$ cat config.mk
export PLATFORM = sky130hd
export DESIGN_NAME = queue_reader
export DESIGN_NICKNAME = d
export VERILOG_FILES = /design/src/rtl/queue_reader.sv
export SDC_FILE = /design/constraint.sdc
export NUM_CORES = 1
export LEC_CHECK = 0
export BUFFER_PORTS_ARGS = -buffer_cell sky130_fd_sc_hd__clkbuf_2
export CORE_UTILIZATION = 51
export DETAILED_ROUTE_END_ITERATION = 8
export MAX_ROUTING_LAYER = met4
export PLACE_DENSITY_LB_ADDON = 0.12
export SYNTH_ARGS = -nofsm -noshare
export SYNTH_HDL_FRONTEND = slang
export SYNTH_SLANG_ARGS = --single-unit
$ cat constraint.sdc
create_clock -name clk -period 1.9 [get_ports clk]
set_clock_uncertainty 0.05 [all_clocks]
set_input_delay 0.38 -clock clk [delete_from_list [all_inputs] [get_ports clk]]
set_output_delay 0.38 -clock clk [all_outputs]
set_load 0.05 [all_outputs]
$ cat src/rtl/queue_reader.sv
// Read-side controller for a small push/read register queue: mirrors occupancy,
// issues read pulses and streams the returned words out through a 2-entry buffer.
module queue_reader #(
    parameter  int WIDTH = 8,
    parameter  int DEPTH = 3,
    localparam int CW    = $clog2(DEPTH + 1)
) (
    input  logic             clk,
    input  logic             rst,
    input  logic             push,
    output logic             q_rd,
    input  logic [WIDTH-1:0] q_dout,
    output logic             m_valid,
    input  logic             m_ready,
    output logic [WIDTH-1:0] m_data,
    output logic [CW-1:0]    count,
    output logic             empty,
    output logic             full,
    output logic             overflow
);

    localparam logic [CW-1:0] DEPTH_C = CW'(DEPTH);

    // Encoding doubles as the buffer occupancy (0..2) in the credit check.
    typedef enum logic [1:0] {
        OB_EMPTY = 2'd0,
        OB_ONE   = 2'd1,
        OB_TWO   = 2'd2
    } obuf_e;

    obuf_e             obuf, obuf_nxt;
    logic [WIDTH-1:0]  head, head_nxt;
    logic [WIDTH-1:0]  tail, tail_nxt;
    logic [CW-1:0]     count_nxt;
    logic              pend;
    logic              pop;
    logic              ovf_set;
    logic [2:0]        staged;

    assign m_valid = (obuf != OB_EMPTY);
    assign m_data  = head;
    assign pop     = m_valid && m_ready;
    assign empty   = (count == '0);
    assign full    = (count == DEPTH_C);

    // Words already staged plus the one in flight; a pop this cycle frees a slot,
    // which is why m_ready reaches q_rd combinationally.
    assign staged = {1'b0, obuf} + {2'b00, pend};
    assign q_rd   = !rst && (count != '0) && (staged < (3'd2 + {2'b00, pop}));

    // NOTE: every variable driven here gets a default first, so no path leaves it
    // unassigned and no latch is inferred.
    always_comb begin
        count_nxt = count;
        ovf_set   = 1'b0;
        if (push && !q_rd) begin
            if (count == DEPTH_C) begin
                ovf_set = 1'b1;
            end else begin
                count_nxt = count + 1'b1;
            end
        end else if (!push && q_rd) begin
            count_nxt = count - 1'b1;
        end
    end

    // Head is always the oldest word; the tail shifts into it on a pop.
    always_comb begin
        obuf_nxt = obuf;
        head_nxt = head;
        tail_nxt = tail;
        case (obuf)
            OB_EMPTY: begin
                if (pend) begin
                    head_nxt = q_dout;
                    obuf_nxt = OB_ONE;
                end
            end
            OB_ONE: begin
                case ({pend, pop})
                    2'b11: head_nxt = q_dout;
                    2'b10: begin
                        tail_nxt = q_dout;
                        obuf_nxt = OB_TWO;
                    end
                    2'b01: obuf_nxt = OB_EMPTY;
                    default: ;
                endcase
            end
            OB_TWO: begin
                if (pop) begin
                    head_nxt = tail;
                    if (pend) begin
                        tail_nxt = q_dout;
                    end else begin
                        obuf_nxt = OB_ONE;
                    end
                end
            end
            default: obuf_nxt = OB_EMPTY;
        endcase
    end

    // NOTE: sequential state uses non-blocking assignments so every register
    // samples the pre-edge values regardless of statement order.
    always_ff @(posedge clk or posedge rst) begin
        if (rst) begin
            count    <= '0;
            pend     <= 1'b0;
            overflow <= 1'b0;
            obuf     <= OB_EMPTY;
        end else begin
            count    <= count_nxt;
            pend     <= q_rd;
            overflow <= overflow | ovf_set;
            obuf     <= obuf_nxt;
        end
    end

    // NOTE: the buffer entries are reset too: m_data is architecturally 0 after
    // reset, and the tail is cleared alongside so no entry ever holds X.
    always_ff @(posedge clk or posedge rst) begin
        if (rst) begin
            head <= '0;
            tail <= '0;
        end else begin
            head <= head_nxt;
            tail <= tail_nxt;
        end
    end

endmodule

==> impl_metrics.env, run 1 <==
export IMPL_min_path_cells=2
export IMPL_setup_violations=2
export IMPL_final_common_cell="clkbuf_2"
export IMPL_clockRootBuffer="clkbuf_4"
export IMPL_grt_pass1_vias=734
export IMPL_status="finished with violations"
export IMPL_h_tree_depth=1
export IMPL_hold_class="in2reg"
export IMPL_synth_compound_area_share_pct=10.90
export IMPL_antenna_found_initial=0
export IMPL_rows=16
export IMPL_slew_headroom_pct=70.86
export IMPL_die_y_um=47.75
export IMPL_grt_overflow_total=0
export IMPL_cts_sinks=22
export IMPL_syn_nets=112
export IMPL_routed_wl_um=1931
export IMPL_ys_seq_area_share_pct=51.58
export IMPL_via_per_inst=5.167
export IMPL_ios=27
export IMPL_synth_seq_cells=22
export IMPL_r2r_end="count[0]$_DFFE_PP0P_"
export IMPL_fmax_mhz=463.7
export IMPL_failed_checks="setup timing"
export IMPL_drt_iter0_markers=8
export IMPL_utilization_pct=70.54
export IMPL_nets=150
export IMPL_die_area_um2=2280
export IMPL_r2r_start="pend$_DFF_PP0_"
export IMPL_insertion_delay_ns=0.30
export IMPL_syn_avg_cell_area_um2=10.89
export IMPL_diodes=0
export IMPL_layout_common_cells="clkbuf_2, dfrtp_1, a21oi_1, nor2_1"
export IMPL_netlist_instances=98
export IMPL_r2r_slack_ns=-0.04
export IMPL_slew_viol_final=0
export IMPL_clockBufferDepth=2
export IMPL_rsz0062_at_grt="yes"
export IMPL_worstMarginPinSlew_ns=0.4371
export IMPL_numCtsBuffers=3
export IMPL_synthMuxAreaShare_pct=18.29
export IMPL_drive_gt1_share_pct=42.96
export IMPL_clk_pin_slew_worst_paths_ns=0.12
export IMPL_synth_area_um2=1067
export IMPL_required_ns=1.47
export IMPL_path_class="reg2out"
export IMPL_ant_nets=0
export IMPL_port_buffers=26
export IMPL_synth_top_family_by_area="multiplexers"
export IMPL_setup_worst_path_start="pend$_DFF_PP0_"
export IMPL_grtUsageTotal_pct=20.31
export IMPL_wl_per_cell_um=11.92
export IMPL_firstDrtPassIters=4
export IMPL_synth_simple_area_share_pct=13.95
export IMPL_core_um2=1962
export IMPL_grt_pass1_wl_um=3036
export IMPL_worst_slack_ns=-0.2567
export IMPL_hold_path_startpoint="q_dout[2]"
export IMPL_met2_wirelength_um=952
export IMPL_end_kind="output port"
export IMPL_holdPathEnd="tail[2]$_DFFE_PP0P_"
export IMPL_hold_viol=0
export IMPL_fp_dieW_um=47.75
export IMPL_fin_crit_sh_pct=113.5
export IMPL_r2r_cells=7
export IMPL_synthXorXnorAreaFrac_pct=0
export IMPL_timing_setup_tns_ns=-0.2939
export IMPL_drv_cap=0
export IMPL_synthAdderAreaFrac_pct=2.345
export IMPL_synth_warnings=0
export IMPL_grt_max_degree=21
export IMPL_drcViolationCount=0
export IMPL_area_delta_synth_final_pct=29.66
export IMPL_drt_met1_wl_um=889
export IMPL_initial_core_util_pct=54.40
export IMPL_cp_arrival_ns=1.73
export IMPL_highest_layer="met4"
export IMPL_cts_tree="done"
export IMPL_synth_distinct_cells=31
export IMPL_gp_congestion=0.7971
export IMPL_wl_met3_um=70
export IMPL_place_hpwl_um=1427
export IMPL_cp_max_fo=2
export IMPL_vias=837
export IMPL_min_period_ns=2.157
export IMPL_start_kind="flop"
-- layout make-up --
class	count	area, um2
Timing Repair Buffer	37	229.0
Multi-Input combinational cell	69	531.8
Sequential cell	22	551.8
Clock buffer	4	26.28
Tap cell	27	33.78
Inverter	3	11.26
Fill cell	163	578.1
-- cells in the mapped netlist --
cell type / n / area (um2)
a211o_1: 1 / 8.760
nand3_1: 1 / 5.000
dfrtp_1: 22 / 550.5
nor3b_1: 1 / 7.510
or2b_1: 1 / 7.510
ha_1: 2 / 25.02
or2_2: 1 / 6.260
o21ai_1: 1 / 5.000
buf_2: 1 / 5.000
buf_1: 1 / 3.750
nor2_1: 14 / 52.55
o21ai_2: 1 / 8.760
clkbuf_1: 1 / 3.750
and2_1: 1 / 6.260
o32ai_1: 1 / 8.760
nand3b_1: 2 / 15.01
nor2b_1: 2 / 12.51
buf_4: 1 / 7.510
nand2b_1: 1 / 6.260
mux2_2: 8 / 90.09
a21oi_1: 13 / 65.06
and2b_1: 1 / 7.510
nor3_2: 1 / 10.01
a31o_2: 1 / 8.760
inv_1: 3 / 11.26
o21ai_0: 1 / 5.000
mux2_4: 1 / 15.01
nor3_1: 1 / 5.000
mux2i_1: 9 / 90.09
o22ai_1: 1 / 6.260
nand2_1: 2 / 7.510
-- worst max-delay path, stage by stage (launching register included) --
cell and delay (ns):
dfrtp_2 0.44, ha_4 0.21, nand3b_1 0.17, a211o_4 0.35, nor2_4 0.10, buf_8 0.15
-- worst max path at each step --
stage	cells after the start	slack, ns	endpoint
final	5	-0.26	q_rd
after global routing	5	-0.34	q_rd
after CTS	5	-0.33	q_rd
after detailed placement	5	-0.06	q_rd
after global placement	5	-0.006	q_rd
after floorplan	5	-0.02	q_rd
-- metrics by stage --
step	worst slack (ns)	area [um2]	cells	hold slack, ns
floorplan	-0.01813	1119	98	0.3192
global placement	-0.006255	1319	155	0.1966
detailed placement	-0.05860	1319	155	0.2037
CTS	-0.3331	1371	161	0.2532
global route	-0.3408	1384	162	0.2512
finish	-0.2567	1384	162	0.2694
-- sequential cells by signal, indices dropped and copies added, names as in the netlist --
name      flops
pend          1
tail          8
overflow      1
count         2
m_data        8
obuf          2
-- routing by layer --
layer  track usage, %  vias up
met3            5.660        2
met5                -        -
li1                 -      416
met2            33.24       21
met1            24.09      398
met4            6.667        0
-- logic make-up after synthesis --
group	Yosys count
buf+inv	7
flops	22
simple gates	29
fa+ha+maj	2
compound gates	20
mux	18
-- timing repair --
action,4_1_cts,5_1_grt
hold buffers,1,0
endpoints found under the hold margin,2,0
resized for setup,2,3
pin swaps,3,3
endpoints found under the setup margin,2,2
buffers inserted,1,1
Power of run 1 is not shown: default switching activity piles up to over one toggle a cycle in this logic, so the estimate is an artifact.
==> run 2, diff against run 1 <==
==> config.mk (replaced) <==
export PLATFORM = sky130hd
export DESIGN_NAME = queue_reader
export DESIGN_NICKNAME = d
export VERILOG_FILES = /design/src/rtl/queue_reader.sv
export SDC_FILE = /design/constraint.sdc
export NUM_CORES = 1
export LEC_CHECK = 0
export CORE_UTILIZATION = 60
export DETAILED_ROUTE_END_ITERATION = 8
export DONT_BUFFER_PORTS = 1
export MAX_ROUTING_LAYER = met4
export PLACE_DENSITY_LB_ADDON = 0.2
export SYNTH_ARGS = -nofsm -noshare
export SYNTH_HDL_FRONTEND = slang
export SYNTH_SLANG_ARGS = --single-unit
==> run 2 against run 1 <==
The run still ends with setup timing left. Wire length rose by 0.36%. Cell count fell by 22%. Global-route usage rose by 5.2 points. Via count fell by 7.9%.
==> impl_metrics.env, run 2 (synthesized netlist as in run 1, its figures left out) <==
export IMPL_diodes=0
export IMPL_place_hpwl_um=1455
export IMPL_path_class="reg2out"
export IMPL_worst_slack_ns=-0.2653
export IMPL_hold_ws_ns=0.1671
export IMPL_firstDrtPassIters=6
export IMPL_port_buffers=0
export IMPL_fin_crit_sh_pct=114.0
export IMPL_required_ns=1.47
export IMPL_finalNonFillerCells=127
export IMPL_clockBufferDepth=2
export IMPL_pre_cts_ws_ns=0.03868
export IMPL_die_y_um=44.18
export IMPL_cp_max_fo=2
export IMPL_fp_dieW_um=44.18
export IMPL_h_tree_depth=1
export IMPL_ctsResizeCount=0
export IMPL_placed_cells_incl_taps=120
export IMPL_status="finished with violations"
export IMPL_hold_path_startpoint="q_dout[1]"
export IMPL_hold_class="in2reg"
export IMPL_die_area_um2=1951
export IMPL_cp_arrival_ns=1.74
export IMPL_initial_core_util_pct=67.70
export IMPL_core_um2=1577
export IMPL_cts_sinks=22
export IMPL_routed_wl_um=1938
export IMPL_grt_pass1_vias=804
export IMPL_grtUsageTotal_pct=25.50
export IMPL_holdPathEnd="tail[1]$_DFFE_PP0P_"
export IMPL_slew_headroom_pct=64.24
export IMPL_numCtsBuffers=3
export IMPL_via_per_inst=6.071
export IMPL_rows=14
export IMPL_insertion_delay_ns=0.30
export IMPL_grt_overflow_total=0
export IMPL_min_path_cells=1
export IMPL_antenna_found_initial=0
export IMPL_clockRootBuffer="clkbuf_4"
export IMPL_clk_pin_slew_worst_paths_ns=0.11
export IMPL_drt_iter0_markers=19
export IMPL_min_period_ns=2.165
export IMPL_hold_viol=0
export IMPL_drive_gt1_share_pct=29.73
export IMPL_grt_pass1_wl_um=3360
export IMPL_start_kind="flop"
export IMPL_fmax_mhz=461.8
export IMPL_drcViolationCount=0
export IMPL_r2r_cells=6
export IMPL_area_delta_synth_final_pct=17.70
export IMPL_wl_per_cell_um=15.26
export IMPL_layout_common_cells="dfrtp_1, a21oi_1, nor2_1, buf_4, mux2i_1"
export IMPL_worstMarginPinSlew_ns=0.5364
export IMPL_grt_max_degree=17
export IMPL_cts_tree="done"
export IMPL_nets=126
export IMPL_final_common_cell="dfrtp_1"
export IMPL_vias=771
export IMPL_failed_checks="setup timing"
export IMPL_setup_violations=1
export IMPL_gp_congestion=0.7581
export IMPL_end_kind="output port"
export IMPL_r2r_slack_ns=0
export IMPL_r2r_end="count[0]$_DFFE_PP0P_"
export IMPL_ios=27
export IMPL_r2r_start="pend$_DFF_PP0_"
export IMPL_rsz0062_at_grt="yes"
export IMPL_ant_nets=0
export IMPL_drv_cap=0
export IMPL_slew_viol_final=0
==> run 2: cell types whose count changed in the layout (fill, tap and decap cells not counted) <==
cell / previous run / this run
buf_4: 9 / 10
clkbuf_2: 25 / 0
buf_8: 1 / 0
buf_12: 0 / 1
buf_6: 1 / 0
o21ai_1: 2 / 1
o21ai_0: 0 / 1
dlygate4sd3_1: 1 / 2
==> run 2: worst max-delay path, cell delays in order (launching register included) <==
cell and delay [ns]:
dfrtp_2 0.44, ha_4 0.23, nand3b_1 0.16, a211o_4 0.35
nor2_4 0.10, buf_12 0.14
==> run 2: worst max path at each step <==
stage	slack, ns	depth (start not counted)	end	startpoint
finish	-0.27	5	q_rd	pend$_DFF_PP0_
global route	-0.32	5	q_rd	pend$_DFF_PP0_
global placement	0.07	5	q_rd	pend$_DFF_PP0_
CTS	-0.28	5	q_rd	pend$_DFF_PP0_
detailed placement	0.04	5	q_rd	pend$_DFF_PP0_
floorplan	-0.02	5	q_rd	obuf[1]$_DFFE_PP0P_
==> run 2: routing by layer <==
metal	routed length [um]	vias to the layer above	share of wire (%)	global-route usage, %
met5	0	-	0	-
met4	48	0	2.5	13.94
met3	96	6	5.0	6.531
met2	951	21	49	38.82
met1	841	374	43	31.11
li1	-	370	-	-
==> run 2: final cells by class <==
type                    instances  area, um2
flip-flops and latches         22      551.8
multi-input cells              69      531.8
fillers                        94      320.3
repair buffers                 13      115.1
clock buffers                   4      26.28
well taps                      16      20.02
inverters                       3      11.26
==> run 2: what timing repair did <==
| action | in CTS | in global routing |
|---|---|---|
| endpoints found under the hold margin | 11 | 0 |
| pin swaps | 1 | 0 |
| hold buffers | 2 | 0 |
| buffers inserted | 1 | 0 |
| setup endpoints to repair | 1 | 2 |
==> run 2: stage by stage <==
| stage | utilization, % | setup TNS, ns | cell area (um2) |
|---|---|---|---|
| after floorplan | - | -0.01813 | 1119 |
| after global routing | 79.68 | -0.3626 | 1256 |
| after detailed placement | 76.27 | 0 | 1202 |
| after CTS | 79.68 | -0.2931 | 1256 |
| final | 79.68 | -0.2653 | 1256 |
| after global placement | 76.27 | 0 | 1202 |
Power of run 2 is left out for the same reason.
==> run 3, diff against run 2 <==
--- a/config.mk
+++ b/config.mk
@@ -5,7 +5,9 @@
 export SDC_FILE = /design/constraint.sdc
 export NUM_CORES = 1
 export LEC_CHECK = 0
-export CORE_UTILIZATION = 60
+export CELL_PAD_IN_SITES_DETAIL_PLACEMENT = 0
+export CELL_PAD_IN_SITES_GLOBAL_PLACEMENT = 2
+export CORE_UTILIZATION = 38
 export DETAILED_ROUTE_END_ITERATION = 8
 export DONT_BUFFER_PORTS = 1
 export MAX_ROUTING_LAYER = met4
==> run 3 against run 2 <==
The flow still finishes with violations (setup timing). Cell count increased by 13%. Non-clock buffer count increased by 2. Global-route usage decreased by 10 points. Sequential share of layout area decreased by 1.4 points. Setup slack improved by 0.013 ns. Clock-buffer cell count unchanged. Largest cell class unchanged. Highest routed layer unchanged.
==> impl_metrics.env, run 3 (synthesized netlist as in run 1, its figures left out) <==
export IMPL_grt_overflow_total=0
export IMPL_path_class="reg2out"
export IMPL_hold_path_startpoint="q_dout[4]"
export IMPL_clk_pin_slew_worst_paths_ns=0.12
export IMPL_firstDrtPassIters=6
export IMPL_cp_max_fo=2
export IMPL_drive_gt1_share_pct=31.86
export IMPL_worst_slack_ns=-0.2524
export IMPL_r2r_cells=6
export IMPL_hold_viol=0
export IMPL_post_dp_cell_area_um2=1235
export IMPL_fp_dieW_um=55.00
export IMPL_gp_congestion=0.7138
export IMPL_slew_viol_final=0
export IMPL_die_y_um=55.00
export IMPL_timing_setup_tns_ns=-0.2524
export IMPL_routed_wl_um=1979
export IMPL_r2r_slack_ns=0.05
export IMPL_pre_cts_ws_ns=0.04041
export IMPL_cp_arrival_ns=1.72
export IMPL_grt_pass1_wl_um=3084
export IMPL_final_common_cell="dfrtp_1"
export IMPL_layout_common_cells="dfrtp_1, a21oi_1, nor2_1, buf_4, mux2i_1"
export IMPL_rows=18
export IMPL_grt_pass1_vias=706
export IMPL_drv_cap=0
export IMPL_die_area_um2=3024
export IMPL_via_per_inst=5.371
export IMPL_ctsResizeCount=0
export IMPL_clockBufferDepth=2
export IMPL_start_kind="flop"
export IMPL_rsz0062_at_grt="yes"
export IMPL_place_hpwl_um=1499
export IMPL_holdPathEnd="tail[4]$_DFFE_PP0P_"
export IMPL_antenna_found_initial=0
export IMPL_drt_iter0_markers=3
export IMPL_final_cell_area_um2=1299
export IMPL_grtUsageTotal_pct=15.35
export IMPL_diodes=0
export IMPL_min_period_ns=2.152
export IMPL_initial_core_util_pct=41.57
export IMPL_clockRootBuffer="clkbuf_4"
export IMPL_failed_checks="setup timing"
export IMPL_insertion_delay_ns=0.30
export IMPL_required_ns=1.47
export IMPL_vias=768
export IMPL_status="finished with violations"
export IMPL_area_delta_synth_final_pct=21.69
export IMPL_r2r_start="pend$_DFF_PP0_"
export IMPL_core_um2=2567
export IMPL_r2r_end="count[0]$_DFFE_PP0P_"
export IMPL_end_kind="output port"
export IMPL_ios=27
export IMPL_hold_class="in2reg"
export IMPL_min_path_cells=1
export IMPL_setup_violations=1
export IMPL_worstMarginPinSlew_ns=0.4908
export IMPL_slew_headroom_pct=67.28
export IMPL_cts_sinks=22
export IMPL_drcViolationCount=0
export IMPL_port_buffers=0
export IMPL_cts_tree="done"
export IMPL_h_tree_depth=1
export IMPL_ant_nets=0
export IMPL_numCtsBuffers=3
export IMPL_grt_max_degree=17
export IMPL_fin_crit_sh_pct=113.3
export IMPL_fmax_mhz=464.6
export IMPL_wl_per_cell_um=13.84
export IMPL_nets=128
run 3: repair_timing:
action | in CTS | in global routing
hold buffers | 2 | 0
hold endpoints to repair | 11 | 0
endpoints found under the setup margin | 1 | 2
buffers inserted | 1 | 0
pin swaps | 1 | 2
run 3: how the worst max path moves through the flow:
stage                        startpoint   end  slack (ns)
finish                   pend$_DFF_PP0_  q_rd       -0.25
global route             pend$_DFF_PP0_  q_rd       -0.33
CTS                      pend$_DFF_PP0_  q_rd       -0.29
detailed placement       pend$_DFF_PP0_  q_rd        0.04
global placement         pend$_DFF_PP0_  q_rd        0.06
floorplan           obuf[1]$_DFFE_PP0P_  q_rd       -0.02
run 3: routing by layer:
| metal | global-route usage, % | vias to the layer above | share of wire, % |
|---|---|---|---|
| li1 | - | 375 | - |
| met1 | 19.90 | 374 | 44 |
| met2 | 22.49 | 17 | 48 |
| met3 | 6.011 | 2 | 7.3 |
| met4 | 3.750 | 0 | 0.61 |
| met5 | - | - | 0 |
run 3: per-stage QoR:
stage,instances,hold WS (ns),util [%]
after floorplan,98,0.3192,-
after CTS,143,0.1539,50.58
after global placement,136,0.2425,48.10
after global routing,143,0.1470,50.58
after detailed placement,136,0.2450,48.10
final,143,0.1697,50.58
run 3: layout make-up:
| class | count | area (um2) |
|---|---|---|
| timing repair buffer | 15 | 130.1 |
| clock buffer | 4 | 36.28 |
| tap | 30 | 37.54 |
| inverter | 3 | 11.26 |
| multi-input combinational | 69 | 531.8 |
| fill | 260 | 1269 |
| sequential | 22 | 551.8 |
run 3: critical path, stage by stage (launching register included):
cell      delay, ns
dfrtp_2        0.45
ha_4           0.23
nand3b_1       0.16
a211o_4        0.34
nor2_4         0.10
buf_12         0.14
Power of run 3 is left out for the same reason.
